$ cat src/rtl/div32_if.sv
// div32_if: operand/result bundle between the multdiv sequencer and div32.
//   ctrl_DIV        start pulse, operands sampled on the same edge
//   dividend        two's-complement numerator
//   divisor         two's-complement denominator
//   data_result     quotient, truncated toward zero
//   data_exception  divide-by-zero or overflow, valid with data_resultRDY
//   data_resultRDY  one-cycle result-valid pulse
interface div32_if;
    logic        ctrl_DIV;
    logic [31:0] dividend;
    logic [31:0] divisor;
    logic [31:0] data_result;
    logic        data_exception;
    logic        data_resultRDY;

    modport master (
        output ctrl_DIV, dividend, divisor,
        input  data_result, data_exception, data_resultRDY
    );

    modport slave (
        input  ctrl_DIV, dividend, divisor,
        output data_result, data_exception, data_resultRDY
    );
endinterface

$ cat src/rtl/div32.sv
// div32: sequential 32-bit signed divider, one quotient bit per cycle
// (restoring division on magnitudes), result 33 cycles after the start pulse.
//   clock  rising-edge clock
//   reset  synchronous active-high reset
//   bus    div32_if.slave: start/operands in, quotient/exception/ready out
//
// state  | meaning
// IDLE   | waiting for ctrl_DIV, outputs hold the last result
// RUN    | 32 shift/subtract iterations, counter counts 31 down to 0
// DONE   | result presented, data_resultRDY high for this cycle only
module div32 (
    input  logic    clock,
    input  logic    reset,
    div32_if.slave  bus
);
    typedef enum logic [1:0] {S_IDLE, S_RUN, S_DONE} state_t;

    state_t      state_q, state_d;
    logic [4:0]  cnt_q, cnt_d;
    logic [31:0] r_q, r_d;
    logic [31:0] q_q, q_d;
    logic [31:0] b_q, b_d;
    logic [31:0] res_q, res_d;
    logic        exc_q, exc_d;
    logic        sign_q, sign_d;
    logic        divz_q, divz_d;
    logic        ovf_q, ovf_d;

    logic [32:0] r_sh;
    logic [32:0] trial;
    logic [31:0] res_done;

    always_comb begin
        state_d  = state_q;
        cnt_d    = cnt_q;
        r_d      = r_q;
        q_d      = q_q;
        b_d      = b_q;
        res_d    = res_q;
        exc_d    = exc_q;
        sign_d   = sign_q;
        divz_d   = divz_q;
        ovf_d    = ovf_q;

        // The partial remainder is always below |divisor| <= 2^31 after an
        // iteration, so 32 stored bits suffice; the shifted value needs 33.
        r_sh     = {r_q, q_q[31]};
        trial    = r_sh - {1'b0, b_q};
        res_done = divz_q ? 32'd0 : (sign_q ? (~q_q + 32'd1) : q_q);

        case (state_q)
            S_RUN: begin
                r_d   = trial[32] ? r_sh[31:0] : trial[31:0];
                q_d   = {q_q[30:0], ~trial[32]};
                cnt_d = cnt_q - 5'd1;
                if (cnt_q == 5'd0) begin
                    state_d = S_DONE;
                end
            end
            S_DONE: begin
                res_d   = res_done;
                exc_d   = divz_q | ovf_q;
                state_d = S_IDLE;
            end
            default: ;
        endcase

        // A start wins in every state; in DONE the result registers above
        // still capture the finishing operation.
        if (bus.ctrl_DIV) begin
            q_d     = bus.dividend[31] ? (~bus.dividend + 32'd1) : bus.dividend;
            b_d     = bus.divisor[31]  ? (~bus.divisor + 32'd1)  : bus.divisor;
            sign_d  = bus.dividend[31] ^ bus.divisor[31];
            divz_d  = (bus.divisor == 32'd0);
            ovf_d   = (bus.dividend == 32'h8000_0000) && (bus.divisor == 32'hFFFF_FFFF);
            r_d     = 32'd0;
            cnt_d   = 5'd31;
            state_d = S_RUN;
        end
    end

    always_ff @(posedge clock) begin
        if (reset) begin
            state_q <= S_IDLE;
            cnt_q   <= 5'd0;
            r_q     <= 32'd0;
            q_q     <= 32'd0;
            b_q     <= 32'd0;
            res_q   <= 32'd0;
            exc_q   <= 1'b0;
            sign_q  <= 1'b0;
            divz_q  <= 1'b0;
            ovf_q   <= 1'b0;
        end else begin
            state_q <= state_d;
            cnt_q   <= cnt_d;
            r_q     <= r_d;
            q_q     <= q_d;
            b_q     <= b_d;
            res_q   <= res_d;
            exc_q   <= exc_d;
            sign_q  <= sign_d;
            divz_q  <= divz_d;
            ovf_q   <= ovf_d;
        end
    end

    assign bus.data_resultRDY = (state_q == S_DONE);
    assign bus.data_result    = (state_q == S_DONE) ? res_done : res_q;
    assign bus.data_exception = (state_q == S_DONE) ? (divz_q | ovf_q) : exc_q;
endmodule

$ cat src/flat_wrapper.sv
// flat-port wrapper written by rule: the top's interface ports become plain ports
module div32_flat 
  (clock, reset, bus_ctrl_DIV, bus_dividend, bus_divisor, bus_data_result, bus_data_exception, bus_data_resultRDY);
  div32_if bus_i ();
  input  logic clock;
  input  logic reset;
  input wire logic [$bits(bus_i.ctrl_DIV)-1:0] bus_ctrl_DIV;
  input wire logic [$bits(bus_i.dividend)-1:0] bus_dividend;
  input wire logic [$bits(bus_i.divisor)-1:0] bus_divisor;
  output wire logic [$bits(bus_i.data_result)-1:0] bus_data_result;
  output wire logic [$bits(bus_i.data_exception)-1:0] bus_data_exception;
  output wire logic [$bits(bus_i.data_resultRDY)-1:0] bus_data_resultRDY;
  assign bus_i.ctrl_DIV = bus_ctrl_DIV;
  assign bus_i.dividend = bus_dividend;
  assign bus_i.divisor = bus_divisor;
  assign bus_data_result = bus_i.data_result;
  assign bus_data_exception = bus_i.data_exception;
  assign bus_data_resultRDY = bus_i.data_resultRDY;
  div32 u_core (.clock(clock), .reset(reset), .bus(bus_i));
endmodule
$ cat config.mk
export PLATFORM = sky130hd
export DESIGN_NAME = div32_flat
export DESIGN_NICKNAME = d
export VERILOG_FILES = /design/src/rtl/div32_if.sv /design/src/rtl/div32.sv /design/src/flat_wrapper.sv
export SDC_FILE = /design/constraint.sdc
export NUM_CORES = 1
export LEC_CHECK = 0
export CORE_AREA = 2 2 140 142
export DETAILED_ROUTE_END_ITERATION = 8
export DIE_AREA = 0 0 142 144
export GPL_TIMING_DRIVEN = 0
export HOLD_SLACK_MARGIN = 0.03
export PLACE_DENSITY_LB_ADDON = 0.12
export SLEW_MARGIN = 20
export SYNTH_ARGS = -nofsm -noshare
export SYNTH_HDL_FRONTEND = slang
export SYNTH_SLANG_ARGS = --single-unit
$ cat constraint.sdc
create_clock -name clock -period 8.6 [get_ports clock]
set_clock_uncertainty 0.2 [all_clocks]
set_input_delay 2.15 -clock clock [delete_from_list [all_inputs] [get_ports clock]]
set_output_delay 2.15 -clock clock [all_outputs]
set_load 0.01 [all_outputs]
==> Word level (Yosys, flattened, before mapping) <==
Index checks and enable logic that the tools add are counted.
{ "totals": {"ff_bits": 139, "latch_bits": 0, "ram_bits": 0, "romBits": 0, "input_bits": 67, "output_inout_bits": 34, "elab_cells": 51, "memories": 0} }
{ "classes": {"n_addsub": 5, "mul": 0, "div": 0, "magnitude_cmp": 0, "eq_ne": 6, "shifts": 0, "n_mux": 14, "bitwise": 6, "reduce_logical": 9} }
{ "op_table": {"columns": ["operator", "count"], "rows": [
  ["two-way mux 32 bit", 8],
  ["adder 32 x 1 -> 32 bit, second input constant", 3],
  ["inverter 32 bit", 3],
  ["equality test 32 bit, second input constant", 2],
  ["subtractor 33 x 32 -> 33 bit", 1],
  ["logical NOT 32 bit", 1],
  ["two-way mux 5 bit", 2],
  ["logical NOT 5 bit", 1],
  ["subtractor 5 x 1 -> 5 bit, second input constant", 1],
  ["one-hot mux 2 bit (2 select lines)", 1],
  ["AND reduction 2 bit", 2],
  ["nonzero test 2 bit", 2],
  ["inequality test 3 x 2 -> 1 bit, second input constant", 1],
  ["nonzero test 3 bit", 1],
  ["equality test 2 x 1 -> 1 bit, second input constant", 1],
  ["equality test 2 bit, second input constant", 1],
  ["two-way mux 1 bit", 2],
  ["two-way mux 2 bit", 1],
  ["inequality test 2 x 1 -> 1 bit, second input constant", 1],
  ["OR reduction 2 bit", 1],
  ["logical AND 1 bit", 1],
  ["inverter 1 bit", 1],
  ["OR 1 bit", 1],
  ["bitwise XOR 1 bit", 1]
]} }

==> Longest topological paths before layout <==
Gate-level depths: netlist of run 1.
{ "depth": {"depth_word": 5, "ltp_mapped": 13, "depth_no_buf": 12} }

==> Worst setup path before layout of run 1 <==
No wires, ideal clock.
{ "synth_timing": {"path_type": "flip-flop to output port", "start": "register u_core.q_q[10]", "end": "output port bus_data_result[27]", "arrival_ps": 2793, "t_required_ps": 6250, "slack_ps": 3457, "path_stages_with_launch": 9, "n_path_buf": 1, "cell_sequence": "dfxtp_1 > or4_4 > or4_1 > or2_1 > or3_1 > buf_6 > o41ai_1 > xor2_1 > o31ai_1"} }
{ "synth_via": {"elab_chain_cells": 5} }
{ "synth_rtl": {"columns": ["item", "line_no", "text"], "rows": [
  ["start, declared", "div32.sv:21", "logic [31:0] q_q, q_d;"],
  ["start signal, assigned", "div32.sv:98", "q_q <= q_d;"],
  ["inverter 32 bit", "div32.sv:49", "res_done = divz_q ? 32'd0 : (sign_q ? (~q_q + 32'd1) : q_q);"],
  ["adder 32 x 1 -> 32 bit", "div32.sv:49", null],
  ["two-way mux 32 bit (2 in series)", "div32.sv:49", null],
  ["two-way mux 32 bit", "div32.sv:109", "assign bus.data_result = (state_q == S_DONE) ? res_done : res_q;"],
  ["end, declared", "flat_wrapper.sv:10", "output wire logic [$bits(bus_i.data_result)-1:0] bus_data_result;"]
]} }
Every way passes these cells.

==> Final worst setup path of run 1 <==
{ "layout_timing": {"start": "register u_core.q_q[10]", "end": "output port bus_data_result[22]"} }
The elaborated chain is that of the path after synthesis.

==> impl_metrics.csv, run 1 <==
group,metric,value,unit
grt,grt_first_pass_wirelength,45060,µm
setup_path,cp.required,6.25,ns
final_layout,final_util,58.49,%
placement,io_buffers,99,
die,num_io_pins,101,
final_layout,antenna_cells,0,
grt,antenna_found_initial,0,
placement,placed_area,10550,µm²
setup_path,cpLargestDelayFamily,"simple AND/OR/NAND/NOR gates",
placement,place_congestion,0.9134,
placement,place_inst,1542,
grt,first_global_vias,8505,
grt,globalRoute.totalOverflow,0,
pwr,clkPwrFrac,40.1,%
setup_path,critPathBufInv,1,
setup_path,path_common_cell,"o21ai_0",
sta,slew_headroom,46.94,%
sta,setup_viol,0,
setup_path,critPathMaxStageDelay,0.61,ns
cts,clock_latency,0.43,ns
setup_path,critPathLaunchType,"flip-flop",
routing,wl,27900,µm
logic_synthesis,syn_nets,1311,
cts,path_clk_slew,0.07,ns
final_layout,final_common_cell,"nand2_1",
routing,firstDrtPassIters,5,
outcome,outcome,"completed",
logic_synthesis,synth_warnings,0,
logic_synthesis,ys_seq_area_share,30.07,%
cts,postCtsSetupRepairBufs,0,
sta,hold_violations,0,
logic_synthesis,synth_edf_count,0,
cts,cts_tree,"done",
routing,via_per_inst,5.868,
sta,fmax,156.9,MHz
worst_hold_path,hold_end,"u_core.b_q[31]",
setup_path,endpoint_kind,"primary output",
final_layout,fin_area,11160,µm²
worst_hold_path,hold_path_class,"flip-flop to flip-flop",
die,die_y,144,µm
logic_synthesis,ys_ff_latch,139,
cts,cts_resized,0,
routing,wl_per_cell,17.72,µm
setup_path,timing.rr.start,"u_core.q_q[31]",
pwr,cellPowerDensity,173.8,nW/µm²
grt,grt_start_max_net_pins,17,
setup_path,r2r_setup_slack,4.22,ns
logic_synthesis,syn_area,9255,µm²
sta,tns,0,ns
grt,use_met3,5.033,%
pwr,comb_power_share,23.4,%
grt,met1_usage,41.81,%
logic_synthesis,async_flop_share,0,%
pwr,leakagePower,0.004112,µW
setup_path,slowest_stage,"clkdlybuf4s50_1",
cts,hold_buffers,0,
sta,fin_ws,2.226,ns
die,rows,51,
routing,vias,9236,
pwr,ir_drop,0.1301,mV
sta,rsz0062_at_grt,"no",
placement,post-dp-hpwl,21250,µm
cts,cts_buffers,17,
logic_synthesis,netlist_instances,1205,
pwr,p_switching,611.7,µW
routing,ant_nets,0,
cts,cts.sinks,139,
pwr,p_seq_share,36.6,%
worst_hold_path,hold_start,"u_core.b_q[31]",
final_layout,syn_to_final_growth,20.58,%
placement,preCtsSetupSlack,2.777,ns
setup_path,worstSetupPathType,"flip-flop to primary output",
sta,worstMarginPinSlew,0.7916,ns
setup_path,path_cells,"or4_4, or4_1, or2_1, o21ai_0, o21ai_0, xnor2_1, o31ai_1, clkdlybuf4s50_1",
grt,gr-usage-met2,41.32,%
logic_synthesis,synth_cell_types,61,
setup_path,worstPathMaxFanout,7,
sta,report.final.slew_viol_count,0,
routing,drc,0,
grt,grt_use_total,28.06,%
routing,drtIter0Drc,748,
setup_path,reg2reg_to,"u_core.r_q[26]",
worst_hold_path,min_path_cells,2,
final_layout,layout_common_cells,"nand2_1, dfxtp_1, clkdlybuf4s50_1",
die,die_w,142,µm
grt,grt_busiest_layer,"met1",
final_layout,layout.nets,1429,
logic_synthesis,synthFlopType,"dfxtp_1",
logic_synthesis,syn_area_per_cell,7.681,µm²
cts,cts_max_level,4,
die,core,19080,µm²
pwr,p_int,1328,µW
setup_path,rr_worst_depth,13,
pwr,p_sw_share,31.53,%
die,dieArea,20450,µm²
cts,ctsRootBufferMaster,"clkbuf_16",
final_layout,final_cell_count_no_fill,1574,
run,cap_violations,0,
sta,min_period_over_period,74.12,%
sta,min_period,6.374,ns
die,initial_core_util,48.51,%
setup_path,critPathArrivalTime,4.02,ns
final_layout,drive_gt1_share,3.892,%
cts,cts_max_path_buffers,2,
[state kept, by name (all words and copies together) (netlist names)]
name and count:
u_core.b_q 32, u_core.q_q 32, u_core.r_q 32, u_core.res_q 32
u_core.cnt_q 5, u_core.state_q 2, u_core.divz_q 1, u_core.exc_q 1
u_core.ovf_q 1, u_core.sign_q 1
[metal layers]
metal	wire, µm	vias to the layer above
met4	435	0
met1	13920	4385
met2	11540	300
li1	-	4518
met3	1997	33
met5	0	-
[final cells by class]
cell class | count | area, µm²
Clock buffer | 20 | 446.7
Timing Repair Buffer | 99 | 991.0
Inverter | 51 | 191.4
Fill cell | 1831 | 7920
Buffer | 78 | 304.0
Sequential cell | 139 | 2783
Tap cell | 238 | 297.8
Clock inverter | 12 | 163.9
Multi-Input combinational cell | 937 | 5982
[power by group through the flow]
stage | combinational (µW) | sequential [µW] | clock [µW]
final | 454 | 709 | 777
after global routing | 504 | 713 | 805
after CTS | 449 | 708 | 780
after detailed placement | 446 | 722 | 0
after global placement | 442 | 721 | 0
after floorplan | 311 | 711 | 0
[Yosys cell counts (all sizes together), types with 38 or more instances]
cell type / n / share of area [%]
nand2: 145 / 5.9
dfxtp: 139 / 30
o21ai: 96 / 5.2
a21oi: 92 / 5.0
nor2: 90 / 3.7
xor2: 73 / 6.9
clkbuf: 70 / 2.8
a211oi: 56 / 4.5
inv: 51 / 2.1
xnor2: 51 / 4.8
nor2b: 39 / 2.6
ha: 38 / 5.1
o31ai: 38 / 3.2
[kinds of logic after synthesis]
| kind of cell | share of synthesized area, % |
|---|---|
| flops | 30.07 |
| simple gates | 21.33 |
| buf+inv | 5.353 |
| compound gates | 23.89 |
| xor+xnor | 11.73 |
| fa+ha+maj | 5.354 |
| mux | 2.271 |
[worst register-to-register path, stage by stage, from the launching register on]
cell      delay (ns)
dfxtp_1         0.36
inv_1           0.11
ha_1            0.24
fa_1            0.41
nor2b_1         0.19
o31ai_1         0.14
a211o_1         0.30
a21oi_1         0.32
a21oi_1         0.25
o31ai_2         0.59
xnor2_1         0.40
clkbuf_1        0.51
a32oi_1         0.19
o21ai_0         0.11
[per-stage QoR]
stage               hold WS, ns  power (µW)
finish                   0.2760        1940
global route             0.3094        2022
CTS                      0.2754        1937
detailed placement       0.2652        1168
global placement         0.2604        1164
floorplan                0.2250        1022
[worst max path at each step]
stage / cells after the start / to / start
after detailed placement: 9 / bus_data_result[27] / u_core.q_q[10]
after CTS: 8 / bus_data_result[22] / u_core.q_q[10]
after global routing: 8 / bus_data_result[22] / u_core.q_q[10]
final: 8 / bus_data_result[22] / u_core.q_q[10]
after global placement: 9 / bus_data_result[27] / u_core.q_q[10]
after floorplan: 8 / bus_data_result[27] / u_core.q_q[10]
No activity file was read; power rests on OpenSTA's default activity.
==> inputs of run 2 (changes only) <==
- clock period: 8.6 -> 5.35 ns (I/O delays scaled with it)
==> impl_metrics.csv, run 2 (synthesis gave the netlist of run 1 again) <==
group,metric,value,unit
outcome,outcome,"completed",
run,cap_violations,0,
setup_path,cp.required,3.81,ns
cts,ctsRootBufferMaster,"clkbuf_16",
sta,worstMarginPinSlew,0.7837,ns
final_layout,fillers,1830,
routing,wl,27830,µm
setup_path,startpoint,"u_core.q_q[10]",
grt,antenna_found_initial,0,
final_layout,syn_to_final_growth,20.83,%
pwr,cellPowerDensity,278.9,nW/µm²
cts,cts_max_path_buffers,2,
routing,via_per_inst,5.898,
placement,place_congestion,0.9134,
worst_hold_path,hold_path_class,"flip-flop to flip-flop",
sta,tns,0,ns
setup_path,r2r_setup_slack,0.95,ns
cts,cts_max_level,4,
final_layout,drive_gt1_share,4.192,%
routing,wl_per_cell,17.68,µm
setup_path,rr_worst_depth,13,
cts,cts_buffers,17,
routing,drtIter0Drc,764,
placement,post-dp-hpwl,21250,µm
cts,cts_tree,"done",
cts,hold_buffers,0,
setup_path,reg2reg_to,"u_core.r_q[26]",
die,rows,51,
final_layout,layout.nets,1429,
final_layout,layout_common_cells,"nand2_1, dfxtp_1, o21ai_0",
sta,hold_ws,0.2762,ns
cts,path_clk_slew,0.07,ns
grt,globalRoute.totalOverflow,0,
final_layout,final_common_cell,"nand2_1",
routing,ant_nets,0,
grt,grt_use_total,28.05,%
setup_path,worstSetupPathType,"flip-flop to primary output",
sta,min_period,5.183,ns
routing,vias,9284,
cts,clock_latency,0.43,ns
final_layout,antenna_cells,0,
setup_path,timing.rr.start,"u_core.q_q[31]",
placement,io_buffers,99,
die,die_w,142,µm
sta,hold_violations,0,
pwr,ir_drop,0.2066,mV
die,dieArea,20450,µm²
setup_path,critPathArrivalTime,3.65,ns
final_layout,final_util,58.61,%
sta,min_period_over_period,96.87,%
grt,first_global_vias,8498,
grt,grt_start_max_net_pins,17,
routing,drc,0,
pwr,fin_total_pwr,3119,µW
setup_path,critPathLaunchType,"flip-flop",
sta,report.final.slew_viol_count,0,
die,core,19080,µm²
die,initial_core_util,48.51,%
setup_path,crit_end,"bus_data_result[27]",
sta,fmax,193.0,MHz
grt,grt_first_pass_wirelength,45040,µm
die,die_y,144,µm
cts,cts.sinks,139,
sta,slew_headroom,47.75,%
setup_path,endpoint_kind,"primary output",
pwr,leakagePower,0.004189,µW
routing,firstDrtPassIters,5,
die,num_io_pins,101,
setup_path,worstPathMaxFanout,7,
cts,postCtsSetupRepairBufs,0,
sta,setup_viol,0,
[run 2: how the worst min path moves through the flow]
stage                         from              to  slack, ns  depth (start not counted)
floorplan           u_core.b_q[31]  u_core.b_q[31]       0.23                          2
CTS                 u_core.b_q[31]  u_core.b_q[31]       0.28                          2
detailed placement  u_core.b_q[31]  u_core.b_q[31]       0.27                          2
global placement    u_core.b_q[31]  u_core.b_q[31]       0.26                          2
finish              u_core.b_q[31]  u_core.b_q[31]       0.28                          2
global route        u_core.b_q[22]  u_core.b_q[22]       0.31                          2
[run 2: layout make-up]
class | instances | area (µm²) | area share (%)
multi-input combinational | 937 | 6002 | 53.67
inverter | 51 | 191.4 | 1.712
buffer | 78 | 304.0 | 2.719
clock buffer | 20 | 446.7 | 3.994
sequential | 139 | 2783 | 24.88
clock inverter | 12 | 163.9 | 1.466
timing repair buffer | 99 | 994.7 | 8.895
tap | 238 | 297.8 | 2.663
[run 2: through the flow]
stage / setup slack [ns] / cells / area [µm²]
after global placement: 0.3270 / 1542 / 10540
after floorplan: 1.020 / 1205 / 9255
final: 0.1673 / 1574 / 11180
after detailed placement: 0.3396 / 1542 / 10550
after global routing: -0.005195 / 1574 / 11180
after CTS: 0.05009 / 1574 / 11160
[run 2: worst max-delay path: stages (launching register included)]
cell and delay, ns:
dfxtp_1 0.40, or4_4 0.58, or4_1 0.42, or2_1 0.26
or3_1 0.37, buf_6 0.15, o41ai_1 0.32, xor2_1 0.18
o31ai_2 0.23, dlygate4sd2_1 0.30
[run 2: layer usage]
metal | GRT usage, % | part of all wire (%)
met1 | 41.76 | 50
met2 | 41.32 | 42
met3 | 5.033 | 7.1
met4 | 7.842 | 1.6
met5 | 0 | 0
[run 2: timing repair]
item | CTS | global route
endpoints found under the setup margin | 8 | 7
pin swaps | 0 | 0
resized for setup | 5 | 6
[run 2: where the power goes]
| part | switching (µW) | internal, µW |
|---|---|---|
| Combinational | 433 | 297 |
| Sequential | 53.9 | 1090 |
| Clock | 497 | 752 |
| Total | 983 | 2140 |
